File: src/rtl/iic_eeprom_seq.sv
// Transaction sequencer for the EEPROM I2C byte engine.
// Turns write/read key requests into byte-level engine commands, enforces the
// EEPROM write-cycle time, retries NACKed transactions and reports the byte read back.
module iic_eeprom_seq #(
   parameter int         CLK_FREQ  = 50_000_000,
   parameter logic [6:0] DEV_ADDR  = 7'h50,
   parameter logic [7:0] WORD_ADDR = 8'h00,
   parameter int         TWR_US    = 5000,
   parameter int         MAX_RETRY = 3
) (
   input  logic       clk,
   input  logic       rst_n,
   input  logic       wr_req,
   input  logic       rd_req,
   input  logic [7:0] wr_data,
   output logic [2:0] cmd,
   output logic [7:0] cmd_byte,
   output logic       cmd_valid,
   input  logic       cmd_ready,
   input  logic       eng_done,
   input  logic       eng_ack_n,
   input  logic [7:0] eng_rx,
   output logic [7:0] rd_data,
   output logic       rd_valid,
   output logic       busy,
   output logic       err
);

   // Write-cycle wait length in clock cycles (at least one cycle).
   localparam int TWR_CYC_RAW = (CLK_FREQ / 1_000_000) * TWR_US;
   localparam int TWR_CYC     = (TWR_CYC_RAW < 1) ? 1 : TWR_CYC_RAW;
   localparam int CW          = $clog2(TWR_CYC + 1);
   localparam int RW          = (MAX_RETRY < 1) ? 1 : $clog2(MAX_RETRY + 1);

   localparam logic [CW-1:0] TWR_LAST  = CW'(TWR_CYC - 1);
   localparam logic [RW-1:0] RETRY_MAX = RW'(MAX_RETRY);

   localparam logic [2:0] CMD_START_WR = 3'd1;
   localparam logic [2:0] CMD_WR       = 3'd2;
   localparam logic [2:0] CMD_RD_STOP  = 3'd3;
   localparam logic [2:0] CMD_STOP     = 3'd4;

   localparam logic [7:0] DEV_WR_BYTE = {DEV_ADDR, 1'b0};
   localparam logic [7:0] DEV_RD_BYTE = {DEV_ADDR, 1'b1};

   typedef enum logic [3:0] {
      IDLE,
      W_DEV,
      W_ADDR,
      W_DATA,
      W_STOP,
      TWR_WAIT,
      R_DEV,
      R_ADDR,
      R_RDEV,
      R_READ,
      ABORT_STOP
   } state_t;

   state_t          state_reg;
   logic            wr_pend_reg;
   logic            rd_pend_reg;
   logic [7:0]      wdat_reg;
   logic [7:0]      cur_dat_reg;   // byte of the write in flight, kept across retries
   logic            is_wr_reg;     // transaction in flight is a write
   logic [RW-1:0]   retry_cnt_reg;
   logic [CW-1:0]   twr_cnt_reg;

   assign busy = (state_reg != IDLE);

   // Request capture, arbitration and command sequencing with registered outputs.
   always_ff @(posedge clk or negedge rst_n) begin
      if (!rst_n) begin
         state_reg     <= IDLE;
         wr_pend_reg   <= 1'b0;
         rd_pend_reg   <= 1'b0;
         wdat_reg      <= 8'h00;
         cur_dat_reg   <= 8'h00;
         is_wr_reg     <= 1'b0;
         retry_cnt_reg <= '0;
         twr_cnt_reg   <= '0;
         cmd           <= 3'd0;
         cmd_byte      <= 8'h00;
         cmd_valid     <= 1'b0;
         rd_data       <= 8'h00;
         rd_valid      <= 1'b0;
         err           <= 1'b0;
      end else begin
         rd_valid <= 1'b0;

         // A pulse that finds its flag already set is dropped.
         if (wr_req && !wr_pend_reg) begin
            wr_pend_reg <= 1'b1;
            wdat_reg    <= wr_data;
         end
         if (rd_req && !rd_pend_reg) begin
            rd_pend_reg <= 1'b1;
         end

         case (state_reg)
            IDLE: begin
               if (wr_pend_reg) begin
                  wr_pend_reg <= 1'b0;
                  is_wr_reg   <= 1'b1;
                  cur_dat_reg <= wdat_reg;
                  err         <= 1'b0;
                  state_reg   <= W_DEV;
                  cmd         <= CMD_START_WR;
                  cmd_byte    <= DEV_WR_BYTE;
                  cmd_valid   <= 1'b1;
               end else if (rd_pend_reg) begin
                  rd_pend_reg <= 1'b0;
                  is_wr_reg   <= 1'b0;
                  err         <= 1'b0;
                  state_reg   <= R_DEV;
                  cmd         <= CMD_START_WR;
                  cmd_byte    <= DEV_WR_BYTE;
                  cmd_valid   <= 1'b1;
               end
            end

            TWR_WAIT: begin
               if (twr_cnt_reg == TWR_LAST) begin
                  state_reg <= IDLE;
               end else begin
                  twr_cnt_reg <= twr_cnt_reg + 1'b1;
               end
            end

            default: begin
               if (cmd_valid) begin
                  // Hold the command until the engine takes it.
                  if (cmd_ready) begin
                     cmd_valid <= 1'b0;
                     cmd       <= 3'd0;
                     cmd_byte  <= 8'h00;
                  end
               end else if (eng_done) begin
                  // NACK on an address/data byte aborts the transaction with a STOP.
                  if (eng_ack_n && (state_reg == W_DEV || state_reg == W_ADDR ||
                                    state_reg == W_DATA || state_reg == R_DEV ||
                                    state_reg == R_ADDR || state_reg == R_RDEV)) begin
                     state_reg <= ABORT_STOP;
                     cmd       <= CMD_STOP;
                     cmd_byte  <= 8'h00;
                     cmd_valid <= 1'b1;
                  end else begin
                     case (state_reg)
                        W_DEV: begin
                           state_reg <= W_ADDR;
                           cmd       <= CMD_WR;
                           cmd_byte  <= WORD_ADDR;
                           cmd_valid <= 1'b1;
                        end
                        W_ADDR: begin
                           state_reg <= W_DATA;
                           cmd       <= CMD_WR;
                           cmd_byte  <= cur_dat_reg;
                           cmd_valid <= 1'b1;
                        end
                        W_DATA: begin
                           state_reg <= W_STOP;
                           cmd       <= CMD_STOP;
                           cmd_byte  <= 8'h00;
                           cmd_valid <= 1'b1;
                        end
                        W_STOP: begin
                           state_reg     <= TWR_WAIT;
                           twr_cnt_reg   <= '0;
                           retry_cnt_reg <= '0;
                        end
                        R_DEV: begin
                           state_reg <= R_ADDR;
                           cmd       <= CMD_WR;
                           cmd_byte  <= WORD_ADDR;
                           cmd_valid <= 1'b1;
                        end
                        R_ADDR: begin
                           state_reg <= R_RDEV;
                           cmd       <= CMD_START_WR;
                           cmd_byte  <= DEV_RD_BYTE;
                           cmd_valid <= 1'b1;
                        end
                        R_RDEV: begin
                           state_reg <= R_READ;
                           cmd       <= CMD_RD_STOP;
                           cmd_byte  <= 8'h00;
                           cmd_valid <= 1'b1;
                        end
                        R_READ: begin
                           state_reg     <= IDLE;
                           rd_data       <= eng_rx;
                           rd_valid      <= 1'b1;
                           retry_cnt_reg <= '0;
                        end
                        ABORT_STOP: begin
                           if (retry_cnt_reg < RETRY_MAX) begin
                              retry_cnt_reg <= retry_cnt_reg + 1'b1;
                              state_reg     <= is_wr_reg ? W_DEV : R_DEV;
                              cmd           <= CMD_START_WR;
                              cmd_byte      <= DEV_WR_BYTE;
                              cmd_valid     <= 1'b1;
                           end else begin
                              err           <= 1'b1;
                              retry_cnt_reg <= '0;
                              state_reg     <= IDLE;
                           end
                        end
                        default: begin
                           state_reg <= IDLE;
                        end
                     endcase
                  end
               end
            end
         endcase
      end
   end

endmodule

File: config.mk
export PLATFORM = sky130hd
export DESIGN_NAME = iic_eeprom_seq
export DESIGN_NICKNAME = d
export VERILOG_FILES = /design/src/rtl/iic_eeprom_seq.sv
export SDC_FILE = /design/constraint.sdc
export NUM_CORES = 1
export LEC_CHECK = 0
export CAP_MARGIN = 20
export CELL_PAD_IN_SITES_DETAIL_PLACEMENT = 2
export CELL_PAD_IN_SITES_GLOBAL_PLACEMENT = 2
export CORE_ASPECT_RATIO = 0.5
export CORE_MARGIN = 1.5
export CORE_UTILIZATION = 35
export DETAILED_ROUTE_END_ITERATION = 10
export GPL_ROUTABILITY_DRIVEN = 0
export HOLD_SLACK_MARGIN = 0.03
export PLACE_DENSITY = 0.82
export SLEW_MARGIN = 20
export SYNTH_ARGS = -nofsm -noshare
export SYNTH_HDL_FRONTEND = slang
export SYNTH_SLANG_ARGS = --single-unit
File: constraint.sdc
create_clock -name clk -period 2.55 [get_ports clk]
set_clock_uncertainty 0.1 [all_clocks]
set_input_delay 0.51 -clock clk [delete_from_list [all_inputs] [get_ports clk]]
set_output_delay 0.51 -clock clk [all_outputs]
set_load 0.05 [all_outputs]
After elaboration in Yosys (flattened, before gate mapping)
Index checks and enable logic that the tools add are counted.
{ "op_classes": {"n_eq_ne": 22, "n_lt_le_gt_ge": 1, "mux": 66, "n_reduce_logical": 37, "bitwise_logic": 5, "n_addsub": 2} }
{ "op_table": {"columns": ["operator", "n"], "rows": [
  ["18-bit 2-to-1 mux", 5],
  ["8-bit 2-to-1 mux", 7],
  ["18-bit one-hot mux with 2 select lines", 1],
  ["4-bit one-hot mux with 8 select lines", 1],
  ["8-bit one-hot mux with 4 select lines", 1],
  ["1-bit 2-to-1 mux", 27],
  ["3-bit 2-to-1 mux", 9],
  ["4-bit 2-to-1 mux", 6],
  ["18-bit by 1-bit adder with 18-bit output, second input constant", 1],
  ["18-bit == test, second input constant", 1],
  ["6-bit AND reduction", 3],
  ["4-bit by 3-bit == test with 1-bit output, second input constant", 4],
  ["8-bit one-hot mux with 2 select lines", 1],
  ["3-bit one-hot mux with 5 select lines", 1],
  ["4-bit == test, second input constant", 3],
  ["2-bit nonzero test", 6],
  ["2-bit by 1-bit != test with 1-bit output, second input constant", 5],
  ["5-bit AND reduction", 2],
  ["4-bit by 2-bit == test with 1-bit output, second input constant", 2],
  ["4-bit one-hot mux with 2 select lines", 1],
  ["8-bit nonzero test", 1],
  ["7-bit AND reduction", 1],
  ["7-bit nonzero test", 1],
  ["3-bit by 1-bit != test with 1-bit output, second input constant", 2],
  ["other kinds (23)", 41]
]} }
{ "totals": {"word_cells": 147, "register_bits": 65, "inputBits": 23, "output_inout_bits": 23} }

Longest topological paths before layout
{ "logic_depth": {"ltp_word": 11, "mapped_depth": 8} }

Worst setup path before layout
OpenSTA, ideal clock, no wires.
{ "synth_timing": {"path_type": "register to register", "startpoint": "reg cmd_valid", "endpoint": "reg state_reg[1]", "t_arrival_ns": 1.835, "setup_slack_ns": 0.494, "path_buffers": 2, "setup_ns": 0.120, "t_required_ns": 2.330, "path_stages_with_launch": 8, "path_cell_list": "dfrtp_1 > clkbuf_1 > nor2b_1 > clkbuf_1 > nor3_1 > a21oi_1 > nor2_1 > a31o_2"} }
{ "synth_via": {"elab_chain_len": 2} }
{ "synth_lines": {"columns": ["element", "line_no", "rtl"], "rows": [
  ["from (decl)", "18", "output logic cmd_valid,"],
  ["from (signal assigned)", "84", "cmd_valid <= 1'b0;"],
  ["from (signal assigned)", "110", "cmd_valid <= 1'b1;"],
  ["from (signal assigned)", "118", "cmd_valid <= 1'b1;"],
  ["3-bit by 1-bit != test with 1-bit output (no source line)", null, null],
  ["4-bit AND reduction (no source line)", null, null],
  ["to (signal assigned)", "199", "state_reg <= is_wr_reg ? W_DEV : R_DEV;"],
  ["to (decl)", "60", "state_t state_reg;"]
]} }
Every way passes these cells.
A chain may end at the register's enable or synchronous reset.

Final worst setup path
{ "layout_timing": {"startpoint": "reg cmd_valid", "endpoint": "out cmd_valid"} }
No word-level cell between the ends.

==> flow_summary.ini <==
[logic_synthesis]
async_flop_share = 1.000
synth_edf_count = 0
synth_flop_cell = dfrtp_1
post-synth-top-count-cell = dfrtp_1
synthesis.nets = 361
yosys_warnings = 0
synth.top_cell.area_share = 0.4813
synth.avg_cell_area_um2 = 10.06
synthMuxAreaShare = 0.1170
synth_top_family_by_area = simple AND/OR/NAND/NOR gates
synth_common_cells = 65 x dfrtp_1, 29 x nand2_1, 29 x nor2_1, 25 x mux2_2, 16 x o21ai_0
yosysSeqAreaShare = 0.4813
synth.area.top_cells = dfrtp_1 48%, mux2_2 8.3%, nand2_1 3.2%
yosys.area.top_type = dfrtp_1
syn_area_um2 = 3379
ys_ff_latch = 65
yosys.area_share.simple = 0.1818
synth-compound-area-share = 0.1362
synth_cells = 336
ys_types = 58
synth_adder_area_share = 0.007405
synth_xor_area_frac = 0.02851

[status]
status = finished, final reports clean

[hold_path]
min_path_type = in -> async

[setup_path]
critPathMaxStageDelay_ns = 0.88
worstPathCellList = clkdlybuf4s50_1
startpoint_type = flip-flop
worst_ep_arrival_time_ns = 1.79
required_ns = 1.94
end_kind = output pin
crit_type = reg -> out
cp_max_fo = 11
cp_top_family = buffers and inverters
path_buf_inv = 1
critPathSlowestCell = clkdlybuf4s50_1

[floorplan]
coreArea_um2 = 9415
rows = 25
die_area_um2 = 10290
num_io_pins = 46
fp.dieH_um = 72.49
die_w_um = 142.0
start_util = 0.3589

[route]
vias_per_cell = 5.395
initialDrtViolationCount = 88
wl_per_cell_um = 20.88
num_vias = 2881
drc = 0
drtPass1Iterations = 4
wl_um = 11150
ant_nets = 0

[pwr]
leakagePower_uw = 0.001860
worst_ir_drop_vdd_v = 0.0006634
power.density_nw_per_um2 = 1406

[cts]
cts_setup_buffers = 0
cts_resized = 0
clock-root-buffer = clkbuf_16
cts_made_buffers = 9
htreeDepth = 3
clockBufferDepth = 2
cts_sinks = 65
clock_latency_ns = 0.34
clkSlewWorstSetupHoldPaths_ns = 0.06
hold_buffers = 0
tritoncts = done

[placed_design]
place_inst = 518
dp_slack_ns = -0.003711
port_buffers = 45
dpl.hpwl_um = 7433

[sta]
setup_ws_ns = 0.1459
fin_crit_sh = 0.9428
hold_viol_final = 0
max_freq_ghz = 0.4160
slew_headroom = 0.5808
rsz0062_at_grt = no
setup_violations = 0
tightest_slew_ns = 0.6289
fin_crit_ns = 2.404
drv_slew = 0
finalSetupTns_ns = 0

[global_routing]
grt_pass1_vias = 3232
grt-ovfl-total = 0
grt_start_max_net_pins = 46
track_usage = 0.2351
grt_pass1_wl_um = 18180
antenna_found_initial = 1

[cells_and_area]
fillCellCount = 987
largest_reg_flops = 18
final_cells = 534
layout-drive-gt1-share = 0.1905
diodes = 0
nets = 419
areaGrowthSynthToFinish_pct = 29.40

[run]
maxCapViolCount = 0
per-stage QoR:
stage	total power, uW	hold WS (ns)	cell area [um^2]	util
3_5_place_dp	4799	0.3958	4071	0.4324
2_1_floorplan	3758	0.1144	3379	-
5_1_grt	6489	0.07827	4373	0.4645
3_3_place_gp	4580	0.3713	4071	0.4324
4_1_cts	6195	0.05690	4373	0.4645
6_report	6149	0.04318	4373	0.4645
worst register-to-register path: stages (launching register included):
cell and delay (ns):
dfrtp_1 0.68, nor2b_1 0.46, a21oi_1 0.15, a211oi_2 0.28, buf_4 0.21, buf_4 0.18
mux2i_1 0.25
layer usage:
layer / global-route usage / wire length, um
met3: 0.06271 / 431
met5: 0 / 8
met2: 0.4407 / 5887
met1: 0.2682 / 4658
met4: 0.06529 / 167
cell usage in the layout, fill, tap and decap left out, drive strengths merged, types with 2 or more instances in the layout:
master	count
nand2b	5
and4	5
o32ai	2
o211ai	3
a21oi	13
a211oi	5
nand3	14
xor2	11
ha	2
clkinvlp	2
nor4	3
a41oi	2
inv	18
buf	25
and3	5
o21a	3
a22oi	3
clkbuf	9
o2111ai	2
o22ai	3
nor2	30
o21ai	18
nand2	29
nor3	5
mux2	28
a21o	2
dfrtp	65
nand4	4
mux2i	8
nor2b	7
a31oi	5
clkdlybuf4s50	43
nand3b	2
logic make-up after synthesis:
group / Yosys count
AOI/OAI and AO/OA: 69
xor gates and xnor gates: 11
adders and majority gates: 2
buffers and inverters: 36
DFF: 65
muxes: 36
and+or+nand+nor: 117
area by class of cell:
class | count | area [um^2] | area share
multi-input combinational | 235 | 1592 | 0.3639
clock buffer | 9 | 225.2 | 0.05150
inverter | 15 | 56.30 | 0.01288
timing repair buffer | 68 | 628.1 | 0.1436
sequential | 65 | 1627 | 0.3720
tap | 135 | 168.9 | 0.03863
clock inverter | 7 | 76.32 | 0.01745
path summary, 6_finish.rpt:
check                              from        endpoint  slack, ns  cells past startpoint
max                           cmd_valid       cmd_valid       0.15                      1
min                               rst_n  twr_cnt_reg[6]       0.04                      1
max reg2reg                state_reg[1]     cmd_byte[1]       0.16                      6
min reg2reg                 wdat_reg[5]     wdat_reg[5]       0.40                      1
max in group asynchronous         rst_n    state_reg[2]       1.67                      2
min in group clk            wdat_reg[5]     wdat_reg[5]       0.40                      1
power breakdown:
part | leakage (uW) | total [uW] | internal (uW) | switching, uW
Sequential | 0.000813 | 2010 | 1490 | 524
Combinational | 0.000904 | 2860 | 1170 | 1690
Clock | 0.000143 | 1270 | 765 | 508
(Power assumes the default switching activity.)
